File: config.mk
export PLATFORM = sky130hd
export DESIGN_NAME = frame_pattern_decoder
export DESIGN_NICKNAME = d
export VERILOG_FILES = /design/src/rtl/frame_pattern_decoder.sv
export SDC_FILE = /design/constraint.sdc
export NUM_CORES = 1
export LEC_CHECK = 0
export ABC_CLOCK_PERIOD_IN_PS = 2540
export BUFFER_PORTS_ARGS = -buffer_cell sky130_fd_sc_hd__buf_2
export CAP_MARGIN = 20
export CORE_ASPECT_RATIO = 0.6
export CORE_MARGIN = 10
export CORE_UTILIZATION = 50
export DETAILED_ROUTE_END_ITERATION = 8
export PLACE_DENSITY = 0.69
export SYNTH_ARGS = -nofsm -noshare
export SYNTH_HDL_FRONTEND = slang
export SYNTH_SLANG_ARGS = --single-unit
File: constraint.sdc
create_clock -name aclk -period 2.54 [get_ports aclk]
set_input_delay 0.127 -clock aclk [delete_from_list [all_inputs] [get_ports aclk]]
set_output_delay 0.127 -clock aclk [all_outputs]
set_load 0.1 [all_outputs]
File: src/rtl/frame_pattern_decoder.sv
// SDCKA/SDCKB edge-pattern decoder: counts edges between open/close strobes and pulses the decoded result.
// Optional pattern timeout is compiled in with `define FRAME_DECODER_TIMEOUT_EN.
module frame_pattern_decoder #(
    parameter int CNT_W          = 8,
    parameter int TIMEOUT_CYCLES = 4096
) (
    input  logic             aclk,
    input  logic             aresetn,
    input  logic             sdcka_posedge,
    input  logic             sdcka_negedge,
    input  logic             sdckb_posedge,
    input  logic             sdckb_negedge,
    output logic             start_frame,
    output logic             start_with_crc,
    output logic             start_occupancy,
    output logic             start_reset,
    output logic             end_frame,
    output logic             pattern_error,
    output logic             timeout_error,
    output logic             busy,
    output logic [CNT_W-1:0] last_count
);

    if (TIMEOUT_CYCLES < 2 || TIMEOUT_CYCLES > 65535) begin : g_bad_timeout
        $error("TIMEOUT_CYCLES out of range");
    end

    typedef enum logic [3:0] {
        IDLE      = 4'b0001,
        START_CNT = 4'b0010,
        END_CNT   = 4'b0100,
        DONE      = 4'b1000
    } state_t;

    // Decode pulse bits: [0] frame, [1] crc, [2] occupancy, [3] reset, [4] end, [5] error
    state_t           state_q = IDLE;
    state_t           state_d;
    logic [CNT_W-1:0] cnt_q   = '0;
    logic [CNT_W-1:0] cnt_d;
    logic [CNT_W-1:0] cnt_eval;
    logic [5:0]       pulse_q = '0;
    logic [5:0]       pulse_d;
    logic             busy_q  = 1'b0;
    logic             busy_d;
    logic [CNT_W-1:0] last_q  = '0;
    logic [CNT_W-1:0] last_d;

    function automatic logic [CNT_W-1:0] sat_inc(input logic [CNT_W-1:0] v);
        return (&v) ? v : v + CNT_W'(1);
    endfunction

    function automatic logic [5:0] decode_start(input logic [CNT_W-1:0] n);
        logic [31:0] v;
        v = 32'(n);
        case (v)
            32'd0, 32'd1: return 6'b000000;
            32'd4:        return 6'b000001;
            32'd6:        return 6'b000010;
            32'd8:        return 6'b000100;
            32'd14:       return 6'b001000;
            default:      return 6'b100000;
        endcase
    endfunction

    function automatic logic [5:0] decode_end(input logic [CNT_W-1:0] n);
        logic [31:0] v;
        v = 32'(n);
        case (v)
            32'd0:   return 6'b000000;
            32'd2:   return 6'b010000;
            default: return 6'b100000;
        endcase
    endfunction

`ifdef FRAME_DECODER_TIMEOUT_EN
    logic [15:0] tmo_q  = '0;
    logic        terr_q = 1'b0;
    logic        terr_d;
    logic        tmo_hit;

    assign tmo_hit = (tmo_q == 16'(TIMEOUT_CYCLES - 1));

    // Free-running while a pattern is open; held at zero otherwise so entry always starts from 0.
    always_ff @(posedge aclk) begin
        if (!aresetn) begin
            tmo_q  <= '0;
            terr_q <= 1'b0;
        end else begin
            tmo_q  <= (state_q == START_CNT || state_q == END_CNT) ? tmo_q + 16'd1 : 16'd0;
            terr_q <= terr_d;
        end
    end

    assign timeout_error = terr_q;
`else
    assign timeout_error = 1'b0;
`endif

    always_comb begin
        state_d  = state_q;
        cnt_d    = cnt_q;
        cnt_eval = cnt_q;
        pulse_d  = '0;
        last_d   = last_q;
`ifdef FRAME_DECODER_TIMEOUT_EN
        terr_d   = 1'b0;
`endif
        case (state_q)
            IDLE: begin
                if (sdcka_negedge && !sdckb_negedge) begin
                    state_d = START_CNT;
                    cnt_d   = '0;
                end else if (sdckb_negedge && !sdcka_negedge) begin
                    state_d = END_CNT;
                    cnt_d   = '0;
                end
            end
            START_CNT: begin
                // A counting edge coincident with the close is part of the evaluated count.
                cnt_eval = sdckb_negedge ? sat_inc(cnt_q) : cnt_q;
                cnt_d    = cnt_eval;
                if (sdcka_posedge) begin
                    state_d = DONE;
                    pulse_d = decode_start(cnt_eval);
                    last_d  = cnt_eval;
                end
`ifdef FRAME_DECODER_TIMEOUT_EN
                else if (tmo_hit) begin
                    state_d = DONE;
                    terr_d  = 1'b1;
                    last_d  = cnt_eval;
                end
`endif
            end
            END_CNT: begin
                cnt_eval = sdcka_negedge ? sat_inc(cnt_q) : cnt_q;
                cnt_d    = cnt_eval;
                if (sdckb_posedge) begin
                    state_d = DONE;
                    pulse_d = decode_end(cnt_eval);
                    last_d  = cnt_eval;
                end
`ifdef FRAME_DECODER_TIMEOUT_EN
                else if (tmo_hit) begin
                    state_d = DONE;
                    terr_d  = 1'b1;
                    last_d  = cnt_eval;
                end
`endif
            end
            DONE:    state_d = IDLE;
            default: state_d = IDLE;
        endcase
        busy_d = (state_d == START_CNT) || (state_d == END_CNT);
    end

    always_ff @(posedge aclk) begin
        if (!aresetn) begin
            state_q <= IDLE;
            cnt_q   <= '0;
            pulse_q <= '0;
            busy_q  <= 1'b0;
            last_q  <= '0;
        end else begin
            state_q <= state_d;
            cnt_q   <= cnt_d;
            pulse_q <= pulse_d;
            busy_q  <= busy_d;
            last_q  <= last_d;
        end
    end

    assign start_frame     = pulse_q[0];
    assign start_with_crc  = pulse_q[1];
    assign start_occupancy = pulse_q[2];
    assign start_reset     = pulse_q[3];
    assign end_frame       = pulse_q[4];
    assign pattern_error   = pulse_q[5];
    assign busy            = busy_q;
    assign last_count      = last_q;

endmodule

==> summary.md, run 1 <==
| Metric | Value |
|---|---|
| First-pass GRT wire length | 8.78 mm |
| Register share of total power | 0.512 |
| Die Y | 67.0 um |
| Vias in the first global route | 1,671 |
| CTS Root Cell | clkbuf_8 |
| Final worst-path cycle share | 0.894 |
| WHS | 0.169 ns |
| Cell Area, Synth | 1840 um^2 |
| Switching Power | 0.280 mW |
| Post-Place Cell Area | 1950 um^2 |
| Asr flop ratio synth | 0 |
| Warnings, synthesis | 0 |
| Yosys top cell area share | 0.293 |
| Status | complete, no violations |
| PwrDens | 435 nW/um^2 |
| Register area | 541 um^2 |
| Multi-input gate area | 1180 um^2 |
| Clock power share | 0.310 |
| Fin. max-slew vios | 0 |
| Max-cap violations | 0 |
| Clk buf depth | 2 |
| Via count | 1,876 |
| Nets@finish | 252 |
| Sw frac | 0.321 |
| Num CTS Buffers | 3 |
| Achievable Freq | 0.440 GHz |
| Hold_buf cts | 0 |
| N_diodes | 0 |
| Max_slew headroom | 0.496 |
| TritonCTS Sinks | 27 |
| Core area | 3400 um^2 |
| Final setup vio count | 0 |
| Post-CTS sizing | 0 |
| Detailed placement HPWL | 3.80 mm |
| Type of origin of the critical path | flop |
| RSZ-0062 raised after global routing | false |
| # H-tree levels | 1 |
| Pleak | 0.769 nW |
| Worst setup endpoint | pulse_q[1]$_SDFF_PN0_ |
| Final Instance Area | 2000 um^2 |
| Synth Flop Type | dfxtp_1 |
| P&R area growth vs syn | 8.76% |
| Final worst path period need | 2.27 ns |
| Post-Synthesis Cells | 231 |
| Sequential share of the synthesized area | 0.293 |
| Vias per cell | 6.54 |
| GRT Total Usage | 0.157 |
| Num ports | 22 |
| Setup bufs post-CTS | 0 |
| Synthesized flop and latch total | 27 |
| Reg-to-Reg Start | cnt_q[1]$_SDFFE_PN0P_ |
| Final ANT Viol Nets | 0 |
| Gp weighted congestion | 0.955 |
| Power Total | 0.871 mW |
| Row count | 16 |
| Full die area | 6590 um^2 |
| PortBufs | 20 |
| Number of synthesized flops with an enable pin | 0 |
| Worst setup path startpoint | cnt_q[1]$_SDFFE_PN0P_ |
| Setup TNS | 0 ns |
| First-pass iteration count of the detailed router | 5 |
| Hold Path Class | in -> reg |
| Initial Util | 0.541 |
| Mean routed wirelength per cell | 18.1 um |
| Fillers | 330 |
| Crit. End Element | flop |
| Max IR drop VDD | 292 uV |
| Total congestion overflow | 0 |
| Worst path required time | 2.70 ns |
| Clock slew seen by the registers of the worst setup and hold paths | 0.11 ns |
| Clock latency on the worst-skew pair | 0.28 ns |
| Layout cell share with drive strength beyond 1 | 0.178 |
| R2r endpoint | pulse_q[1]$_SDFF_PN0_ |
| Die width | 98.4 um |
| Final hold vios | 0 |
| Final WL | 5.20 mm |
| WS Path Type | reg -> reg |
| Yosys top cell by area | dfxtp_1 |
| Drt drc | 0 |
| Worst reg-to-reg path cell count | 6 |
| Initial antenna violation count | 0 |
| WP data arrival | 2.43 ns |
| Mapped Nets | 240 |
| Max FO, Critical Path | 10 |
| Combinational power share | 0.179 |
| Largest net degree at the start of global routing | 18 |
| Clock skew | 0.00624 ns |
| Slew @ Worst Pin | 0.755 ns |
| Yosys cell types | 56 |
| Initial drt markers | 208 |
| Mapped Avg Cell Area | 7.97 um^2 |
| Reg2reg setup slack | 0.27 ns |
| Internal Power | 0.592 mW |
| CTS tree | yes |
| Most area-consuming cells after synthesis | dfxtp_1, a21oi_1, nor2_1 |
-- cell type report --
cell class              instances  share of cell area
repair buffers                 28              0.0800
well taps                      45              0.0281
inverters                       4             0.00750
multi-input cells             179               0.590
clock buffers                   3              0.0206
clock inverters                 1             0.00437
flip-flops and latches         27               0.270
-- synthesized netlist by cell type, types with 4 or more instances --
cell and number:
nand2_1 16, clkbuf_1 9, nor2_1 19, o2bb2ai_1 4
nor3_1 4, nand3_1 13, o22ai_1 5, and4_1 4
o211ai_1 4, inv_1 4, a211oi_1 4, dfxtp_1 27
o21ai_0 7, mux2i_1 4, buf_2 9, nand4_1 6
and3_1 5, a21oi_1 20
-- placed cells by master, fill, tap and decap left out, drive strengths merged, types with 5 or more instances in the layout --
cell and count:
buf 28, dfxtp 27, a21oi 21, nor2 19, nand2 16, nand3 13, o21ai 9, nand4 6
o22ai 5, and3 5, inv 5, mux2i 5
-- power by group through the flow --
stage	Combinational (mW)	Clock [mW]	Sequential (mW)
2_1_floorplan	0.0808	0	0.493
3_3_place_gp	0.154	0	0.455
3_5_place_dp	0.153	0	0.456
4_1_cts	0.154	0.277	0.446
5_1_grt	0.167	0.290	0.448
6_report	0.156	0.270	0.446
-- per-layer routing --
metal | GRT usage | up-vias | wire (um)
met1 | 0.233 | 858 | 2500
met4 | 0.0160 | 0 | 14
met2 | 0.207 | 109 | 2020
met5 | 0 | - | 0
li1 | - | 907 | -
met3 | 0.0618 | 2 | 661
-- how the worst min path moves through the flow --
stage	startpoint	end	slack (ns)	cells past startpoint
after detailed placement	last_count[4]$_SDFFE_PN0P_	last_count[4]$_SDFFE_PN0P_	0.45	2
final	sdckb_posedge	state_q[2]$_SDFF_PN0_	0.17	3
after CTS	sdckb_posedge	pulse_q[4]$_SDFF_PN0_	0.15	3
after global placement	last_count[4]$_SDFFE_PN0P_	last_count[4]$_SDFFE_PN0P_	0.44	2
after floorplan	sdckb_posedge	pulse_q[4]$_SDFF_PN0_	0.27	2
after global routing	sdckb_posedge	pulse_q[4]$_SDFF_PN0_	0.16	3
-- cell families after synthesis --
kind of cell / count (synthesis) / share of synthesized area
AND/OR/NAND/NOR: 90 / 0.277
AO/OA/AOI/OAI: 75 / 0.280
flip-flops: 27 / 0.293
buffers and inverters: 25 / 0.0652
multiplexers: 8 / 0.0523
adder cells (fa/ha/maj): 3 / 0.0204
XOR/XNOR: 2 / 0.00951
other: 1 / 0.00204
-- through the flow --
stage               cells  worst slack [ns]   util
finish                287             0.269  0.589
global route          287            0.0290  0.589
CTS                   287             0.292  0.589
detailed placement    283             0.335  0.574
global placement      283             0.266  0.574
floorplan             231             0.489      -
-- state kept, by name, summed over array words and instances, names as in the netlist --
register / count
busy: 1
cnt_q: 8
last_count: 8
pulse_q: 6
state_q: 4
-- worst max-delay path, stage by stage (launching register included) --
cell	delay [ns]
dfxtp_1	0.42
ha_1	0.34
and3_1	0.27
a211o_1	0.35
a22oi_1	0.26
nand2_1	0.15
a2111oi_0	0.35
Power figures use the tool's default switching activity.
==> run 2, diff against run 1 <==
--- a/config.mk
+++ b/config.mk
@@ -9,10 +9,11 @@
 export BUFFER_PORTS_ARGS = -buffer_cell sky130_fd_sc_hd__buf_2
 export CAP_MARGIN = 20
 export CORE_ASPECT_RATIO = 0.6
-export CORE_MARGIN = 10
+export CORE_MARGIN = 3
 export CORE_UTILIZATION = 50
 export DETAILED_ROUTE_END_ITERATION = 8
 export PLACE_DENSITY = 0.69
+export RECOVER_POWER = 50
 export SYNTH_ARGS = -nofsm -noshare
 export SYNTH_HDL_FRONTEND = slang
 export SYNTH_SLANG_ARGS = --single-unit
==> summary.md, run 2 (synthesis gave the netlist of run 1 again) <==
| Metric | Value |
|---|---|
| Status | complete, no violations |
| Final setup vio count | 0 (unchanged) |
| Slowest Stage Delay on Critical Path | 0.41 ns (about the same) |
| Fillers | 322 (-2.4%) |
| CTS tree | yes |
| Most frequent cells in the layout | dfxtp_1, a21oi_1, nor2_1 |
| Initial Util | 0.544 (+0.00320) |
| Register share of total power | 0.511 (about the same) |
| Achievable Freq | 0.455 GHz (+3.3%) |
| Internal Power | 0.589 mW (-0.40%) |
| R2r endpoint | pulse_q[3]$_SDFF_PN0_ |
| Total congestion overflow | 0 (unchanged) |
| Vias in the first global route | 1,619 (-3.1%) |
| WP data arrival | 2.36 ns (-0.07 ns) |
| Die width | 84.4 um (-14%) |
| Full die area | 4470 um^2 (-32%) |
| Worst setup margin | 0.342 ns (+0.0729 ns) |
| Sw frac | 0.325 (+0.00431) |
| Final worst-path cycle share | 0.865 (-0.0287) |
| Hold_buf cts | 0 (unchanged) |
| Max-cap violations | 0 (unchanged) |
| Reg2reg setup slack | 0.34 ns (+0.07 ns) |
| Type of origin of the critical path | flop |
| Met3 usage | 0.0622 (+0.000416) |
| Hold Path Class | in -> reg |
| Hold Startpoint | sdckb_posedge |
| Mean routed wirelength per cell | 17.7 um (-2.2%) |
| RSZ-0062 raised after global routing | false |
| Reg-to-Reg Start | cnt_q[1]$_SDFFE_PN0P_ |
| WS Path Type | reg -> reg |
| Worst setup path startpoint | cnt_q[1]$_SDFFE_PN0P_ |
| Clk buf depth | 2 (unchanged) |
| Layout cell share with drive strength beyond 1 | 0.108 (-0.0698) |
| M1 GR Usage | 0.381 (+0.148) |
| First-pass iteration count of the detailed router | 7 (+2) |
| First-pass GRT wire length | 8.40 mm (-4.4%) |
| PortBufs | 20 (unchanged) |
| WHS | 0.143 ns (-0.0262 ns) |
| WHS Path Cells | 3 (unchanged) |
| TritonCTS Sinks | 27 (unchanged) |
| Num CTS Buffers | 3 (unchanged) |
| Initial antenna violation count | 0 (unchanged) |
| Pre-CTS setup slack | 0.225 ns (-0.110 ns) |
| Final Util | 0.583 (-0.00539) |
| Min-Delay Endpoint | pulse_q[4]$_SDFF_PN0_ |
| Commonest non-fill, non-tap cell in the layout | dfxtp_1 |
| Clock latency on the worst-skew pair | 0.28 ns (about the same) |
| Worst path required time | 2.70 ns (about the same) |
| Clock slew seen by the registers of the worst setup and hold paths | 0.11 ns (about the same) |
| Clock power share | 0.313 (+0.003) |
| Vias per cell | 6.53 (about the same) |
| Max FO, Critical Path | 17 (+7) |
| Final hold vios | 0 (unchanged) |
| Pleak | 0.687 nW (-11%) |
| Worst reg-to-reg path cell count | 6 (unchanged) |
| Nets@finish | 251 (-0.40%) |
| Row count | 16 (unchanged) |
| Via count | 1,869 (-0.37%) |
| CTS Root Cell | clkbuf_8 |
| Drt drc | 0 (unchanged) |
| # H-tree levels | 1 (unchanged) |
| GRT Total Usage | 0.241 (+0.0835) |
| Initial drt markers | 284 (+37%) |
| Clock skew | 0.00806 ns (+0.00182 ns) |
| Max_slew headroom | 0.219 (-0.277) |
| Crit. End Element | flop |
| PwrDens | 443 nW/um^2 (+1.8%) |
| Critical path cell sequence | ha_2 -> and3_1 -> a211o_1 -> a22oi_1 -> nand2_1 -> a2111oi_1 |
| Setup TNS | 0 ns (unchanged) |
| Largest net degree at the start of global routing | 18 (unchanged) |
| Final ANT Viol Nets | 0 (unchanged) |
| Core area | 3380 um^2 (-0.59%) |
| Fin. max-slew vios | 0 (unchanged) |
| Gp weighted congestion | 0.944 (-1.1%) |
| Final WL | 5.06 mm (-2.6%) |
| Slew @ Worst Pin | 1.18 ns (+0.421 ns) |
| Die Y | 53.0 um (-21%) |
| Detailed placement HPWL | 3.69 mm (-2.7%) |
| N_diodes | 0 (unchanged) |
| Max IR drop VDD | 303 uV (+3.7%) |
| Critical Path Slowest Stage Cell | dfxtp_1 |
| Met2 usage | 0.314 (+0.107) |
| Grt peak-use layer | met1 |
| Combinational power share | 0.177 (-0.002) |
| Switching Power | 0.284 mW (+1.6%) |
| Num ports | 22 (unchanged) |
| Final worst path period need | 2.20 ns (-0.0729 ns) |
| P&R area growth vs syn | 7.13% |
## run 2: cell count changes in the layout (fill, tap and decap cells not counted)
cell and delta:
a2111oi_0 -1, buf_2 -15, clkbuf_1 +17, o311ai_1 -1
o311ai_0 +1, ha_1 -1, ha_2 +1, a2111oi_1 +1
buf_4 -3
## run 2: layer usage
layer	routed length, um	vias to the layer above
met4	48	0
li1	-	901
met3	621	8
met5	0	-
met1	2480	846
met2	1910	114
## run 2: power by group through the flow
stage | clock [mW] | combinational (mW) | sequential (mW)
3_3_place_gp | 0 | 0.154 | 0.455
4_1_cts | 0.274 | 0.155 | 0.446
5_1_grt | 0.290 | 0.163 | 0.448
3_5_place_dp | 0 | 0.153 | 0.455
6_report | 0.273 | 0.154 | 0.446
2_1_floorplan | 0 | 0.0808 | 0.493
## run 2: per-stage QoR
stage / cells / area (um^2) / power [mW]
2_1_floorplan: 231 / 1840 / 0.573
3_3_place_gp: 282 / 1950 / 0.609
3_5_place_dp: 282 / 1950 / 0.608
4_1_cts: 286 / 2000 / 0.875
5_1_grt: 286 / 1970 / 0.902
6_report: 286 / 1970 / 0.873
## run 2: timing repair
item,CTS,global route
resized for setup,0,2
endpoints found under the hold margin,0,0
setup buffers,0,0
endpoints found under the setup margin,0,1
## run 2: cell type report
cell class,count,area [um^2],area share
timing repair buffer,27,126,0.0640
tap,45,56.3,0.0285
sequential,27,541,0.274
clock inverter,1,8.76,0.00444
inverter,4,15.0,0.00761
clock buffer,3,41.3,0.0209
multi-input combinational,179,1180,0.601
## run 2: worst max-delay path by stage
stage,depth (start not counted),slack (ns),endpoint
after global routing,5,0.1,pulse_q[3]$_SDFF_PN0_
final,6,0.34,pulse_q[3]$_SDFF_PN0_
after detailed placement,6,0.22,pulse_q[3]$_SDFF_PN0_
after CTS,6,0.19,pulse_q[3]$_SDFF_PN0_
after floorplan,8,0.49,last_count[6]$_SDFFE_PN0P_
after global placement,6,0.27,pulse_q[3]$_SDFF_PN0_
## run 2: worst max-delay path, delay by kind of cell, from the launching register on
kind / cells / cell delay (ns)
flops: 1 / 0.41
compound gates: 3 / 0.93
simple gates: 2 / 0.42
fa+ha+maj: 1 / 0.30
